$ cat src/rtl/seg7_scan_decoder.sv
// Multiplexed active-low 7-segment bus decoder: synchronizes the scan lines, qualifies
// each digit pattern by stability, decodes it to BCD and issues complete frames over valid/ready.
module seg7_scan_decoder #(
    parameter int unsigned NUM_DIGITS    = 4,
    parameter int unsigned STABLE_CYCLES = 4
) (
    input  logic                      clk,
    input  logic                      rst_n,
    input  logic [6:0]                seg_in,
    input  logic [NUM_DIGITS-1:0]     dig_sel_n,
    output logic [4*NUM_DIGITS-1:0]   digit_bcd,
    output logic [NUM_DIGITS-1:0]     digit_err,
    output logic [4*NUM_DIGITS-1:0]   frame_bcd,
    output logic [NUM_DIGITS-1:0]     frame_err,
    output logic                      frame_valid,
    input  logic                      frame_ready
);

    localparam int unsigned SW         = NUM_DIGITS + 7;
    localparam logic [7:0]  STABLE_MAX = 8'(STABLE_CYCLES);

    localparam logic [0:0] COLLECT = 1'b0;
    localparam logic [0:0] PENDING = 1'b1;

    logic [SW-1:0]         sync1;
    logic [SW-1:0]         sync2;
    logic [SW-1:0]         prev;
    logic [7:0]            stab_cnt;
    logic [7:0]            stab_cnt_nxt;
    logic [6:0]            samp_seg;
    logic [NUM_DIGITS-1:0] sel_mask;
    logic                  sel_valid;
    logic                  capture;
    logic [NUM_DIGITS-1:0] capture_mask;
    logic [3:0]            dec_bcd;
    logic                  dec_err;
    logic [NUM_DIGITS-1:0] seen;
    logic [NUM_DIGITS-1:0] seen_nxt;
    logic [0:0]            state;
    logic                  accept;

    // Reset to all-ones so the pipeline starts out blank with no digit selected.
    always_ff @(posedge clk or negedge rst_n) begin
        if (!rst_n) begin
            sync1 <= '1;
            sync2 <= '1;
            prev  <= '1;
        end else begin
            sync1 <= {dig_sel_n, seg_in};
            sync2 <= sync1;
            prev  <= sync2;
        end
    end

    assign samp_seg = sync2[6:0];
    assign sel_mask = ~sync2[SW-1:7];
    assign sel_valid = (sel_mask != '0) &&
                       ((sel_mask & (sel_mask - NUM_DIGITS'(1))) == '0);

    always_comb begin
        if (sync2 != prev) begin
            stab_cnt_nxt = 8'd1;
        end else if (stab_cnt == STABLE_MAX) begin
            stab_cnt_nxt = stab_cnt;
        end else begin
            stab_cnt_nxt = stab_cnt + 8'd1;
        end
    end

    always_ff @(posedge clk or negedge rst_n) begin
        if (!rst_n) begin
            stab_cnt <= '0;
        end else begin
            stab_cnt <= stab_cnt_nxt;
        end
    end

    // Strobe on the edge where the count first reaches the threshold, so a long hold captures once.
    assign capture      = (stab_cnt_nxt == STABLE_MAX) && (stab_cnt != STABLE_MAX) && sel_valid;
    assign capture_mask = capture ? sel_mask : '0;

    always_comb begin
        dec_bcd = 4'hF;
        dec_err = 1'b0;
        case (samp_seg)
            7'b1000000: dec_bcd = 4'd0;
            7'b1111001: dec_bcd = 4'd1;
            7'b0100100: dec_bcd = 4'd2;
            7'b0110000: dec_bcd = 4'd3;
            7'b0011001: dec_bcd = 4'd4;
            7'b0010010: dec_bcd = 4'd5;
            7'b0000010: dec_bcd = 4'd6;
            7'b1111000: dec_bcd = 4'd7;
            7'b0000000: dec_bcd = 4'd8;
            7'b0011000: dec_bcd = 4'd9;
            default: begin
                dec_bcd = 4'hF;
                dec_err = 1'b1;
            end
        endcase
    end

    always_ff @(posedge clk or negedge rst_n) begin
        if (!rst_n) begin
            digit_bcd <= '0;
            digit_err <= '0;
        end else begin
            for (int unsigned i = 0; i < NUM_DIGITS; i++) begin
                if (capture_mask[i]) begin
                    digit_bcd[4*i +: 4] <= dec_bcd;
                    digit_err[i]        <= dec_err;
                end
            end
        end
    end

    assign accept = (state == PENDING) && frame_ready;

    // A capture on the accept edge counts toward the next frame, so set wins over clear.
    assign seen_nxt = (accept ? '0 : seen) | capture_mask;

    always_ff @(posedge clk or negedge rst_n) begin
        if (!rst_n) begin
            seen <= '0;
        end else begin
            seen <= seen_nxt;
        end
    end

    always_ff @(posedge clk or negedge rst_n) begin
        if (!rst_n) begin
            state     <= COLLECT;
            frame_bcd <= '0;
            frame_err <= '0;
        end else begin
            case (state)
                COLLECT: begin
                    if (&seen) begin
                        state     <= PENDING;
                        frame_bcd <= digit_bcd;
                        frame_err <= digit_err;
                    end
                end
                PENDING: begin
                    if (frame_ready) begin
                        state <= COLLECT;
                    end
                end
                default: state <= COLLECT;
            endcase
        end
    end

    assign frame_valid = (state == PENDING);

endmodule

$ cat config.mk
export PLATFORM = sky130hd
export DESIGN_NAME = seg7_scan_decoder
export DESIGN_NICKNAME = d
export VERILOG_FILES = /design/src/rtl/seg7_scan_decoder.sv
export SDC_FILE = /design/constraint.sdc
export NUM_CORES = 1
export LEC_CHECK = 0
export ABC_AREA = 1
export BUFFER_PORTS_ARGS = -buffer_cell sky130_fd_sc_hd__buf_2
export CORE_ASPECT_RATIO = 1.5
export CORE_UTILIZATION = 55
export CTS_BUF_LIST = sky130_fd_sc_hd__clkbuf_16
export DETAILED_ROUTE_END_ITERATION = 12
export MAX_ROUTING_LAYER = met4
export PLACE_DENSITY = 0.88
export SLEW_MARGIN = 10
export SYNTH_ARGS = -nofsm -noshare
export SYNTH_HDL_FRONTEND = slang
export SYNTH_SLANG_ARGS = --single-unit
$ cat constraint.sdc
create_clock -name clk -period 3.93 [get_ports clk]
set_input_delay 1.179 -clock clk [delete_from_list [all_inputs] [get_ports clk]]
set_output_delay 1.179 -clock clk [all_outputs]
set_load 0.02 [all_outputs]
======== Yosys cells after proc, flatten, opt, wreduce, memory -nomap -nowiden ========
Index checks and enable logic that the tools add are counted.
W data, S select, Z words.
word-level totals
  register bits after elaboration ......... 86
  latch bits .............................. 0
  RAM bits ................................ 0
  memory bits (read-only) ................. 0
  input port bits ......................... 14
  output and inout bits ................... 41
  logic and storage cells ................. 54
  memories ................................ 0
cells by class
  add/sub/neg operators ................... 2
  multipliers ............................. 0
  divide/modulo/power cells ............... 0
  $lt $le $gt $ge ......................... 0
  eq/ne operators ......................... 13
  shift operators ......................... 0
  mux-type cells .......................... 9
  bitwise logic cells ..................... 4
  reductions and logical operators ........ 10
operators by type and width
  cell                   number
  $pmux W4 S10           1
  $eq A7 B5 Y1 const B   3
  $eq A7 B7 Y1 const B   3
  $eq A8 B3 Y1 const B   2
  $mux W8                2
  $eq A7 B6 Y1 const B   2
  $ne A11 B11 Y1         1
  $reduce_or A10 Y1      1
  $add A8 B1 Y8 const B  1
  $mux W4                2
  $ne A8 B3 Y1 const B   1
  $eq A7 B2 Y1 const B   1
  $logic_not A7 Y1       1
  $reduce_and A5 Y1      1
  $and A4 B4 Y4          1
  $logic_and A1 B1 Y1    4
  $logic_not A4 Y1       1
  $not A4 Y4             1
  $or A4 B4 Y4           1
  $reduce_and A4 Y1      1
  $reduce_bool A4 Y1     1
  $sub A4 B1 Y4 const B  1
  $mux W1                3
  $pmux W1 S2            1
  $not A1 Y1             1

======== Depth between registers and ports, before layout ========
  word-level depth ........................ 8
  gate-level depth with buffers ........... 13

======== Least setup slack after synthesis ========
OpenSTA, ideal clock, no wires.
  path type ............................... register to register
  start point ............................. register stab_cnt[0]
  end point ............................... register digit_bcd[0]
  library setup time ...................... 117 ps
  arrival ................................. 1678 ps
  data required time ...................... 3813 ps
  path slack .............................. 2135 ps
  stages on the path, launching flop included .. 14
  path buffers ............................ 0
  path through ............................ dfrtp_1 -> inv_1 -> ha_1 -> nand2_2 -> nor2_2 -> nand2_4 -> nand2_4 -> nand2_2 -> nor2_2 -> nand4_2 -> nor2_4 -> nand3_2 -> nand2_1 -> nand2_1
between the ends
  cells in the longest elaborated chain, start to end .. 7
RTL lines
  item                                           RTL line  RTL
  start, declared                                28        logic [7:0] stab_cnt;
  start signal, assigned                         74        stab_cnt <= stab_cnt_nxt;
  $add A8 B1 Y8 or $eq A8 B3 Y1 (tied branches)  66, 63
  $mux W8                                        63        end else if (stab_cnt == STABLE_MAX) begin
  $mux W8                                        61        if (sync2 != prev) begin
  $eq A8 B3 Y1                                   79        assign capture = (stab_cnt_nxt == STABLE_MAX) && (stab_cnt != STABLE_MAX) && sel_valid;
  $logic_and A1 B1 Y1 * (2 in a row)             79
  $mux W4 *                                      80        assign capture_mask = capture ? sel_mask : '0;
  end signal, assigned                           105       digit_bcd <= '0;
  end signal, assigned by index                  110       digit_bcd[4*i +: 4] <= dec_bcd;
  end, declared                                  11        output logic [4*NUM_DIGITS-1:0] digit_bcd,
Every way passes the cells marked *; elsewhere a longest branch is shown, timed or not.
A chain may end at the register's enable or synchronous reset.

======== Final worst setup path ========
  start point ............................. register sync2[2]
  end point ............................... register digit_bcd[9]
between the ends
  cells in the longest elaborated chain, start to end .. 6
RTL lines
  item                              RTL line  RTL
  start, declared                   26        logic [SW-1:0] sync2;
  start signal, assigned            50        sync2 <= sync1;
  $ne A11 B11 Y1                    61
  $mux W8                           61
  $eq A8 B3 Y1                      79
  $logic_and A1 B1 Y1 (2 in a row)  79
  $mux W4                           80
Parallel ways exist; a longest one is shown, timed or not.

==> impl_metrics.py <==
metrics = {
    "die": {
        "die_area_um2": 6940,
        "die_y_um": 102,
        "fp.coreArea_um2": 6260,
        "die_x_um": 68.4,
        "start_util": 0.580,
        "pin_count": 55,
        "rows": 35,
    },
    "logic_synthesis": {
        "syn_avg_cell_area_um2": 10.3,
        "yosysSeqAreaShare": 0.604,
        "yosys_warnings": 0,
        "synth_area_um2": 3630,
        "synth_nets": 367,
        "syn_inst": 351,
        "synthDistinctLibCells": 28,
        "ys_ff_latch": 86,
    },
    "clock_network": {
        "cts_tree": "yes",
        "clkTransAtPathRegs_ps": 70,
        "cts_buffers": 9,
        "htreeDepth": 3,
        "ctsResizeCount": 0,
        "cts_max_path_buffers": 2,
        "post_cts_buffers": 0,
        "clock_latency_ps": 340,
        "cts_sinks": 86,
        "cts_hold_buf": 0,
        "clockRootBuffer": "clkbuf_16",
    },
    "sta": {
        "timing.slew.headroom": 0.322,
        "setup_viol": 0,
        "tightest_slew_ps": 1020,
        "hold_viol_final": 0,
        "finalClockSkew_ps": 13.4,
        "setup_ws_ps": 1580,
        "slew_viol_final": 0,
        "rsz0062_at_grt": "no",
        "fmax_ghz": 0.426,
        "min_period_ps": 2350,
        "min_period_over_period": 0.597,
        "final.setup.tns_ps": 0,
    },
    "route": {
        "ant_nets": 0,
        "avgViaCountPerCell": 5.40,
        "drtPass1Iterations": 6,
        "drt-total-wl_um": 6940,
        "dr.first_iter.drc_count": 160,
        "drt-wirelength-per-cell_um": 14.2,
        "drc": 0,
        "vias": 2646,
    },
    "worst_setup_path": {
        "rr_worst_depth": 10,
        "r2r_slack_ps": 1580,
        "worstPathRequired_ps": 4160,
        "rr_startpoint": "sync2[2]$_DFF_PN1_",
        "rr_endpoint": "digit_bcd[9]$_DFFE_PN0P_",
        "start_kind": "flop",
        "cp.arrival_ps": 2580,
        "slowest_delay_ps": 570,
        "crit_type": "reg2reg",
        "critPathCaptureType": "flop",
        "worstPathMaxFanout": 24,
        "crit_path_top_delay_cell": "dfstp_2",
        "path_cells": "xnor2_1 -> nand2_1 -> nor2_2 -> inv_2 -> nor2_2 -> nand4_2 -> nor2_4 -> nand3_2 -> nand2_1 -> nand2_1",
        "cpMostUsedCell": "nand2_1",
    },
    "pwr": {
        "p_leak_nw": 2.25,
        "p_int_w": 0.00139,
        "sw_frac_of_total": 0.241,
        "finalPower_w": 0.00184,
        "switching_power_w": 0.000443,
        "seq_power_share": 0.511,
        "power_frac_clock": 0.450,
        "powerDensity_nw_per_um2": 431,
        "peakVddDrop_mv": 0.321,
        "p_comb_frac": 0.039,
    },
    "hold_path": {
        "hold_start": "sync1[4]$_DFF_PN1_",
        "hold_end": "sync2[4]$_DFF_PN1_",
        "hold_path_depth": 0,
        "hp-class": "reg2reg",
    },
    "finish": {
        "final_common_cell": "nand2_1",
        "fillers": 454,
        "layout_common_cells": "nand2_1, dfrtp_1, buf_2",
        "antenna_cells": 0,
        "multi_input_area_um2": 1270,
        "fin_nets": 427,
        "final_cell_count_no_fill": 490,
        "drive_above_1_share": 0.361,
        "register_area_um2": 2190,
        "area.growth.synth_to_final_pct": 17.3,
    },
    "placement": {
        "numPortBuffers": 54,
        "place_inst": 474,
        "hpwl_um": 4840,
        "post-place-ws_ps": 1580,
        "place.gp.congestion": 0.861,
    },
    "job": {
        "drv_cap": 0,
    },
    "global_route": {
        "antenna_found_initial": 0,
        "grtUsageTotal": 0.228,
        "grt_first_pass_wirelength_um": 11000,
        "grt_max_degree": 87,
        "grt_pass1_vias": 2560,
        "grt_overflow": 0,
    },
    "outcome": {
        "status": "finished, final reports clean",
    },
}
## Yosys cell counts
| cell type | n | area (µm²) |
|---|---|---|
| nor3_4 | 1 | 16.3 |
| nand4_1 | 25 | 156 |
| buf_4 | 2 | 15.0 |
| inv_1 | 28 | 105 |
| nand3_2 | 4 | 40.0 |
| nand3_1 | 19 | 95.1 |
| nor2_1 | 16 | 60.1 |
| nand4_2 | 1 | 12.5 |
| xor2_1 | 2 | 17.5 |
| xnor2_1 | 6 | 52.6 |
| nor3_1 | 1 | 5.00 |
| nor2_2 | 6 | 37.5 |
| nor3_2 | 1 | 10.0 |
| a21oi_1 | 5 | 25.0 |
| ha_1 | 2 | 25.0 |
| nor2_4 | 2 | 22.5 |
| dfstp_2 | 33 | 867 |
| buf_6 | 2 | 22.5 |
| nand2_4 | 2 | 22.5 |
| clkbuf_1 | 2 | 7.51 |
| mux2_2 | 20 | 225 |
| nand2_2 | 3 | 18.8 |
| o221ai_1 | 1 | 8.76 |
| dfrtp_1 | 53 | 1330 |
| inv_2 | 6 | 22.5 |
| nand2_1 | 103 | 387 |
| o22ai_1 | 3 | 18.8 |
| o21ai_0 | 2 | 10.0 |
## metrics by stage
| step | util | area, µm² | hold slack, ps |
|---|---|---|---|
| global route | 0.681 | 4260 | 359 |
| CTS | 0.681 | 4260 | 354 |
| detailed placement | 0.632 | 3960 | 347 |
| global placement | 0.632 | 3960 | 346 |
| finish | 0.681 | 4260 | 354 |
| floorplan | - | 3630 | 345 |
## worst max-delay path, delay by kind of cell, from the launching register on
family,cells,cell delay (ps)
simple gates,8,1460
buf+inv,1,60
xor+xnor,1,140
flops,1,570
## routing by layer
| metal | part of all wire | GRT usage | vias up |
|---|---|---|---|
| li1 | - | - | 1266 |
| met1 | 0.39 | 0.232 | 1265 |
| met2 | 0.53 | 0.384 | 87 |
| met3 | 0.039 | 0.0349 | 28 |
| met4 | 0.037 | 0.160 | 0 |
| met5 | 0 | - | - |
## sequential cells by signal, indices dropped and copies added (netlist names)
signal,flops
stab_cnt,8
seen,4
prev,11
frame_bcd,16
digit_err,4
frame_valid,1
sync2,11
sync1,11
frame_err,4
digit_bcd,16
## worst max-delay path by stage
stage | from | endpoint | slack [ps] | cells after the start
2_1_floorplan | stab_cnt[0]$_DFF_PN0_ | digit_bcd[0]$_DFFE_PN0P_ | 2140 | 13
3_3_place_gp | stab_cnt[0]$_DFF_PN0_ | digit_err[2]$_DFFE_PN0P_ | 1680 | 13
3_5_place_dp | sync2[2]$_DFF_PN1_ | digit_bcd[8]$_DFFE_PN0P_ | 1580 | 10
4_1_cts | sync2[2]$_DFF_PN1_ | digit_bcd[9]$_DFFE_PN0P_ | 1560 | 10
5_1_grt | sync2[5]$_DFF_PN1_ | digit_err[2]$_DFFE_PN0P_ | 1320 | 13
6_report | sync2[2]$_DFF_PN1_ | digit_bcd[9]$_DFFE_PN0P_ | 1580 | 10
## area by class of cell
class	count	share of cell area
multi-input cells	225	0.297
clock inverters	7	0.0179
clock buffers	9	0.0528
flip-flops and latches	86	0.515
repair buffers	55	0.0658
inverters	34	0.0299
well taps	74	0.0217
## cells by family (layout without fill, tap and decap cells)
family	Yosys count	after routing	share of synthesized area
adders and majority gates	2	2	0.00689
DFF	86	86	0.604
AOI/OAI and AO/OA	11	11	0.0172
xor gates and xnor gates	8	8	0.0193
and+or+nand+nor	184	184	0.243
buffers and inverters	40	105	0.0475
muxes	20	20	0.0620
## power groups by stage
stage	clock network (W)	registers (W)	logic, W
after floorplan	0	0.000949	0.0000391
final	0.000826	0.000937	0.0000721
after CTS	0.000838	0.000937	0.0000731
after global routing	0.000876	0.000940	0.0000829
after detailed placement	0	0.000953	0.0000722
after global placement	0	0.000951	0.0000692
Note: power is estimated with default switching activity, not from simulation.
